### config.mk
export PLATFORM = sky130hd
export DESIGN_NAME = i2c_reg_sequencer
export DESIGN_NICKNAME = d
export VERILOG_FILES = /design/src/rtl/i2c_reg_sequencer.sv
export SDC_FILE = /design/constraint.sdc
export NUM_CORES = 1
export LEC_CHECK = 0
export ABC_AREA = 1
export BUFFER_PORTS_ARGS = -buffer_cell sky130_fd_sc_hd__buf_2
export CAP_MARGIN = 20
export CELL_PAD_IN_SITES_DETAIL_PLACEMENT = 0
export CELL_PAD_IN_SITES_GLOBAL_PLACEMENT = 2
export CORE_AREA = 2 2 131 133
export CTS_CLUSTER_DIAMETER = 150
export DETAILED_ROUTE_END_ITERATION = 10
export DIE_AREA = 0 0 133 135
export PLACE_DENSITY = 0.78
export SYNTH_ARGS = -nofsm -noshare
export SYNTH_HDL_FRONTEND = slang
export SYNTH_SLANG_ARGS = --single-unit
export TNS_END_PERCENT = 30
### constraint.sdc
create_clock -name clk -period 2.15 [get_ports clk]
set_clock_uncertainty 0.05 [all_clocks]
set_input_delay 0.215 -clock clk [delete_from_list [all_inputs] [get_ports clk]]
set_output_delay 0.215 -clock clk [all_outputs]
set_load 0.02 [all_outputs]
### src/rtl/i2c_reg_sequencer.sv
// i2c_reg_sequencer
//   Turns a single register read/write request into the sequence of byte-level
//   commands an I2C byte controller needs: start + device address, register
//   pointer, then either the write data + stop, or a repeated start, one
//   received byte and a master NACK.  Each controller command is a one-cycle
//   pulse, followed by a wait for the controller to go busy and come back idle.
//   A per-state cycle counter aborts any state that hangs.
//
// Ports
//   clk, reset                     system clock, synchronous active-high reset
//   req_valid/req_ready            request handshake (ready only when idle)
//   req_rd, req_dev, req_reg,      request fields, latched on acceptance
//   req_wdata
//   resp_valid, resp_rdata,        one-cycle response with read data / error
//   resp_err
//   c_addr, c_r_wbar, c_data       command operands to the byte controller
//   c_send_start, c_write_enable,  one-cycle command pulses
//   c_send_nack, c_send_stop
//   c_idle, c_ack, c_nack,         controller status
//   c_ongoing, c_rx_data
module i2c_reg_sequencer #(
  parameter int unsigned TIMEOUT_CYCLES = 65535
) (
  input  logic       clk,
  input  logic       reset,
  input  logic       req_valid,
  output logic       req_ready,
  input  logic       req_rd,
  input  logic [6:0] req_dev,
  input  logic [7:0] req_reg,
  input  logic [7:0] req_wdata,
  output logic       resp_valid,
  output logic [7:0] resp_rdata,
  output logic       resp_err,
  output logic [6:0] c_addr,
  output logic       c_r_wbar,
  output logic       c_send_start,
  output logic [7:0] c_data,
  output logic       c_write_enable,
  output logic       c_send_nack,
  output logic       c_send_stop,
  input  logic       c_idle,
  input  logic       c_ack,
  input  logic       c_nack,
  input  logic       c_ongoing,
  input  logic [7:0] c_rx_data
);

  typedef enum logic [3:0] {
    S_IDLE, S_START_W, S_REG, S_DATA, S_START_R,
    S_RDWAIT, S_NACK, S_STOP, S_END, S_RESP
  } state_t;

  // Sub-phase of one controller operation: issue the pulse, wait for the
  // controller to drop c_idle, then wait for it to come back.
  typedef enum logic [1:0] {P_ISSUE, P_WAIT_LOW, P_WAIT_HIGH} phase_t;

  state_t      state, state_next;
  phase_t      phase, phase_next;
  logic        lat_rd;
  logic [6:0]  lat_dev;
  logic [7:0]  lat_reg, lat_wdata, rx_byte;
  logic        err_flag, saw_ack, saw_nack;
  logic [1:0]  low_cnt;
  logic [31:0] tmo_cnt;
  logic        can_issue, op_done, op_fail, timeout, accept;
  logic        issue_start, issue_write, issue_nack, issue_stop;
  logic        set_err, cap_rx;

  assign accept    = req_valid && (state == S_IDLE);
  assign timeout   = (tmo_cnt == TIMEOUT_CYCLES);
  assign can_issue = (phase == P_ISSUE) && c_idle;
  // An operation also counts as complete when c_idle never dropped within
  // four cycles of the pulse (the controller treated it as a no-op).
  assign op_done   = ((phase == P_WAIT_HIGH) && c_idle) ||
                     ((phase == P_WAIT_LOW) && c_idle && (low_cnt == 2'd3));
  // ACK/NACK may be a short pulse, so the sticky copies are consulted too.
  // No acknowledgement at all is treated like a NACK.
  assign op_fail   = saw_nack || c_nack || !(saw_ack || c_ack);

  assign req_ready  = (state == S_IDLE);
  assign resp_valid = (state == S_RESP);
  assign resp_err   = resp_valid && err_flag;
  assign resp_rdata = (resp_valid && lat_rd && !err_flag) ? rx_byte : 8'h00;

  // Next-state and command decode; timeout overrides all normal progress.
  always_comb begin
    state_next  = state;
    phase_next  = phase;
    issue_start = 1'b0;
    issue_write = 1'b0;
    issue_nack  = 1'b0;
    issue_stop  = 1'b0;
    set_err     = 1'b0;
    cap_rx      = 1'b0;
    if ((phase == P_WAIT_LOW) && !c_idle) phase_next = P_WAIT_HIGH;
    if (timeout && (state != S_IDLE) && (state != S_RESP)) begin
      set_err = 1'b1;
      case (state)
        S_START_W, S_REG, S_DATA, S_START_R, S_RDWAIT:
          state_next = c_ongoing ? S_STOP : S_RESP;
        default: state_next = S_RESP;
      endcase
    end else begin
      case (state)
        S_IDLE: if (req_valid) state_next = S_START_W;
        S_START_W: begin
          issue_start = can_issue;
          if (op_done) begin
            set_err    = op_fail;
            state_next = op_fail ? S_STOP : S_REG;
          end
        end
        S_REG: begin
          issue_write = can_issue;
          if (op_done) begin
            set_err = op_fail;
            if (op_fail)     state_next = S_STOP;
            else if (lat_rd) state_next = S_START_R;
            else             state_next = S_DATA;
          end
        end
        S_DATA: begin
          issue_write = can_issue;
          if (op_done) begin
            set_err    = op_fail;
            state_next = S_STOP;
          end
        end
        S_START_R: begin
          issue_start = can_issue;
          if (op_done) begin
            set_err    = op_fail;
            state_next = op_fail ? S_STOP : S_RDWAIT;
          end
        end
        S_RDWAIT: begin
          if (op_done) begin
            cap_rx     = 1'b1;
            state_next = S_NACK;
          end
        end
        S_NACK: begin
          issue_nack = can_issue;
          if (op_done) state_next = S_END;
        end
        S_STOP: begin
          issue_stop = can_issue;
          if (op_done) state_next = S_END;
        end
        S_END:   if (c_idle && !c_ongoing) state_next = S_RESP;
        S_RESP:  state_next = S_IDLE;
        default: state_next = S_IDLE;
      endcase
    end
    if (issue_start || issue_write || issue_nack || issue_stop) phase_next = P_WAIT_LOW;
    // The read byte arrives without a pulse, so S_RDWAIT starts already waiting.
    if (state_next != state) phase_next = (state_next == S_RDWAIT) ? P_WAIT_LOW : P_ISSUE;
  end

  // State register, command outputs, request latches and counters.
  always_ff @(posedge clk) begin
    if (reset) begin
      state          <= S_IDLE;
      phase          <= P_ISSUE;
      c_send_start   <= 1'b0;
      c_write_enable <= 1'b0;
      c_send_nack    <= 1'b0;
      c_send_stop    <= 1'b0;
      c_addr         <= 7'h00;
      c_r_wbar       <= 1'b0;
      c_data         <= 8'h00;
      lat_rd         <= 1'b0;
      lat_dev        <= 7'h00;
      lat_reg        <= 8'h00;
      lat_wdata      <= 8'h00;
      rx_byte        <= 8'h00;
      err_flag       <= 1'b0;
      saw_ack        <= 1'b0;
      saw_nack       <= 1'b0;
      low_cnt        <= 2'd0;
      tmo_cnt        <= 32'd0;
    end else begin
      state          <= state_next;
      phase          <= phase_next;
      c_send_start   <= issue_start;
      c_write_enable <= issue_write;
      c_send_nack    <= issue_nack;
      c_send_stop    <= issue_stop;
      if (issue_start) begin
        c_addr   <= lat_dev;
        c_r_wbar <= (state == S_START_R);
      end
      if (issue_write) c_data <= (state == S_REG) ? lat_reg : lat_wdata;
      if (accept) begin
        lat_rd    <= req_rd;
        lat_dev   <= req_dev;
        lat_reg   <= req_reg;
        lat_wdata <= req_wdata;
        rx_byte   <= 8'h00;
        err_flag  <= 1'b0;
      end
      if (set_err) err_flag <= 1'b1;
      if (cap_rx)  rx_byte  <= c_rx_data;
      if (issue_start || issue_write || issue_nack || issue_stop || (state_next != state)) begin
        saw_ack  <= 1'b0;
        saw_nack <= 1'b0;
      end else begin
        if (c_ack)  saw_ack  <= 1'b1;
        if (c_nack) saw_nack <= 1'b1;
      end
      if ((state_next != state) || (phase_next != phase)) low_cnt <= 2'd0;
      else if (phase == P_WAIT_LOW)                       low_cnt <= low_cnt + 2'd1;
      if ((state_next != state) || (state == S_IDLE)) tmo_cnt <= 32'd0;
      else                                            tmo_cnt <= tmo_cnt + 32'd1;
    end
  end

endmodule

==> reports/metrics.cfg <==
[run_status]
violations=negative setup slack
status=complete, but fails checks

[global_route]
grt_pass1_wl_um=21570
antenna_found_initial=0
track_usage_pct=14.97
grt_max_degree=49
overflow=0
grt_pass1_vias=4625

[critical_path]
cp_top_family=simple AND/OR/NAND/NOR gates
cp-end-kind=register
worst_path_max_delay_cell=dfxtp_2
crit_top_cell=nor2_4
crit_fanout=9
critPathArrivalTime_ns=2.54
path_class=reg -> reg
r2r_setup_slack_ns=-0.16
critPathLaunchType=register
worstPathRequired_ns=2.38
worst_path_largest_cell_delay_ns=0.34
path_buf_inv=3
crit_chain=buf_4, nor2_4, nand2_4, nand2_2, nor2_4, nand3_4, clkinv_4, nand2_8, nand2_1, nand2_2, nand2_4, nor2_4, nand3_4, nor2_4, nand2_4, buf_12, nor3_4

[synthesis]
async_reset_ff_share_pct=0
synth-xor-area-share_pct=2.231
synth_fp_nets=688
ys_warn_count=0
synth_edf_count=0
synth-seq-cells=95
synth-adder-area-share_pct=0.5312
synth_area_mm2=0.004711
avgSynthCellArea_um2=7.281
synth-seq-area-share_pct=40.37
synthMuxAreaShare_pct=0.2125
synth_top_family_by_area=simple AND/OR/NAND/NOR gates
ys.flop_type=dfxtp_1
synthSimpleGateAreaFrac_pct=34.58
synth.distinct_cells=41
synth_compound_area_share_pct=12.03
synth_cells=647

[routing]
drt_iter0_markers=209
drc_errors=0
wl_per_cell_um=12.59
vias=4682
drt_pre_antenna_iters=4
wl_um=13070
via_per_inst=4.511
ant_nets=0

[floorplanning]
dieHeight_um=135
die_x_um=133
fp-row-count=47
start_util_pct=28.71
core-area_mm2=0.01641
pin_count=70
die_area_mm2=0.01796

[clocking]
root_buffer=clkbuf_16
clockBufferDepth=2
cts_hold_buffers=0
clk_latency_ns=0.35
htreeDepth=3
clk_pin_slew_ns=0.07
cts_inserted_buffers=9
cts.sinks=95
tritoncts=built

[sta]
final.period_utilization_pct=107.3
worst_pin_slew_ns=0.5728
finalSetupViolations=44
final_hold_viol_count=0
timing.fmax_mhz=433.3
rsz0062_at_grt=yes
whs_ns=0.07268
max_slew_margin_pct=61.77
fin_crit_ns=2.308
fin_ws_ns=-0.1579
report.final.slew_viol_count=0

[placement]
dpl.hpwl_um=9643
post-place-ws_ns=-0.2411
portBuffers=69
place.gp.congestion=0.8674

[pwr]
power.total_mw=4.106
peakVddDrop_uv=438.1
p_leak_nw=2.754
power.density_mw_per_mm2=617.8

[layout]
antennaDiodeCount=0
layout.nets=854
largest_reg_flops=32
drive_gt1_share_pct=35.70
regMostFlops=tmo_cnt
areaGrowthSynthToFinish_pct=41.09

[flow_run]
max_cap_violations=0

[min_path]
hold_class=in -> reg

## worst reg2reg max path: cells and delay by family (launching register included)
kind / cells / cell delay [ns]
buffers and inverters: 3 / 0.43
DFF: 1 / 0.34
and+or+nand+nor: 14 / 1.42
## per-layer routing
| metal | GRT usage, % | part of all wire [%] | up-vias |
|---|---|---|---|
| met5 | 0 | 0 | - |
| met4 | 6.153 | 2.7 | 0 |
| met3 | 3.754 | 4.1 | 24 |
| met2 | 26.51 | 49 | 101 |
| met1 | 17.26 | 44 | 2135 |
| li1 | - | - | 2422 |
## layout make-up
| cell class | instances | area [um^2] |
|---|---|---|
| inverters | 95 | 362.8 |
| flip-flops and latches | 95 | 1914 |
| well taps | 220 | 275.3 |
| fillers | 1685 | 9761 |
| repair buffers | 175 | 1189 |
| clock buffers | 10 | 239.0 |
| multi-input cells | 437 | 2590 |
| clock inverters | 6 | 76.32 |
## power by group
part / internal [mW] / switching [mW]
registers: 1.82 / 0.0298
clock network: 0.955 / 0.758
logic: 0.217 / 0.323
## cell families (layout without fill, tap and decap cells)
| group | count (synthesis) | count (layout) |
|---|---|---|
| and+or+nand+nor | 318 | 320 |
| buffers and inverters | 117 | 286 |
| AOI/OAI and AO/OA | 102 | 102 |
| DFF | 95 | 95 |
| xor gates and xnor gates | 12 | 12 |
| adders and majority gates | 2 | 2 |
| muxes | 1 | 1 |
## path summary, 6_finish.rpt
| check | startpoint | end | depth (start not counted) |
|---|---|---|---|
| max | state[1] | tmo_cnt[16] | 17 |
| min | req_wdata[6] | lat_wdata[6] | 3 |
| max reg2reg | state[1] | tmo_cnt[16] | 17 |
| min reg2reg | tmo_cnt[0] | tmo_cnt[0] | 1 |
## metrics by stage
stage / cell area [um^2] / setup TNS, ns / std cells / util [%]
floorplan: 4767 / -0.01908 / 647 / -
global route: 6646 / -11.77 / 1038 / 40.51
CTS: 6528 / -4.704 / 1032 / 39.78
detailed placement: 5986 / -5.099 / 1008 / 36.48
global placement: 5986 / -3.630 / 1008 / 36.48
finish: 6646 / -5.123 / 1038 / 40.51
## repair_timing
action,in CTS,in global routing
pin swaps,9,10
cloned,3,0
setup endpoints to repair,54,65
setup buffers,5,6
gates resized for setup,40,24
## Yosys cell counts (2+ instances only)
| cell type | n | area, um^2 |
|---|---|---|
| nand2_4 | 4 | 45.04 |
| nand2_2 | 6 | 37.54 |
| a21oi_1 | 54 | 270.3 |
| nand3b_1 | 2 | 15.01 |
| nand3_4 | 2 | 35.03 |
| inv_2 | 5 | 18.77 |
| or2_2 | 3 | 18.77 |
| buf_2 | 2 | 10.01 |
| inv_1 | 87 | 326.6 |
| o2111ai_1 | 7 | 61.31 |
| nor4_1 | 4 | 25.02 |
| nand2_1 | 107 | 401.6 |
| a21oi_2 | 5 | 43.79 |
| nor2_4 | 7 | 78.83 |
| nor2_1 | 89 | 334.1 |
| nand3_2 | 2 | 20.02 |
| ha_1 | 2 | 25.02 |
| clkbuf_1 | 16 | 60.06 |
| nand3_1 | 52 | 260.3 |
| clkinv_1 | 2 | 7.510 |
| nor3_2 | 2 | 20.02 |
| buf_6 | 2 | 22.52 |
| xor2_1 | 6 | 52.55 |
| dfxtp_1 | 95 | 1902 |
| nand4_1 | 12 | 75.07 |
| o21ai_0 | 32 | 160.2 |
| nor3_1 | 12 | 60.06 |
| xnor2_1 | 6 | 52.55 |
| nor3_4 | 10 | 162.7 |
## layout by cell type, fill, tap and decap left out, types with 2 or more instances in the layout
master	synthesis	final
a21oi_1	54	51
or2_2	3	3
nand4_1	12	12
nand2_2	6	13
dfxtp_1	95	89
nor3_2	2	3
nand3_4	2	6
nand2_4	4	11
o2111ai_1	7	7
a21oi_2	5	8
nand3_1	52	47
nor3_4	10	11
nor2_2	1	14
xor2_1	6	6
nor2_4	7	9
buf_6	2	2
nand2_1	107	94
clkbuf_16	0	9
inv_8	0	2
nand3_2	2	3
xnor2_1	6	6
nor3_1	12	10
nor4_1	4	3
inv_2	5	6
nand3b_1	2	2
dfxtp_2	0	4
o21ai_0	32	30
buf_2	2	69
buf_4	1	101
clkinvlp_4	0	2
dfxtp_4	0	2
nor2_1	89	74
inv_1	87	86
Note: power is estimated with default switching activity, not from simulation.
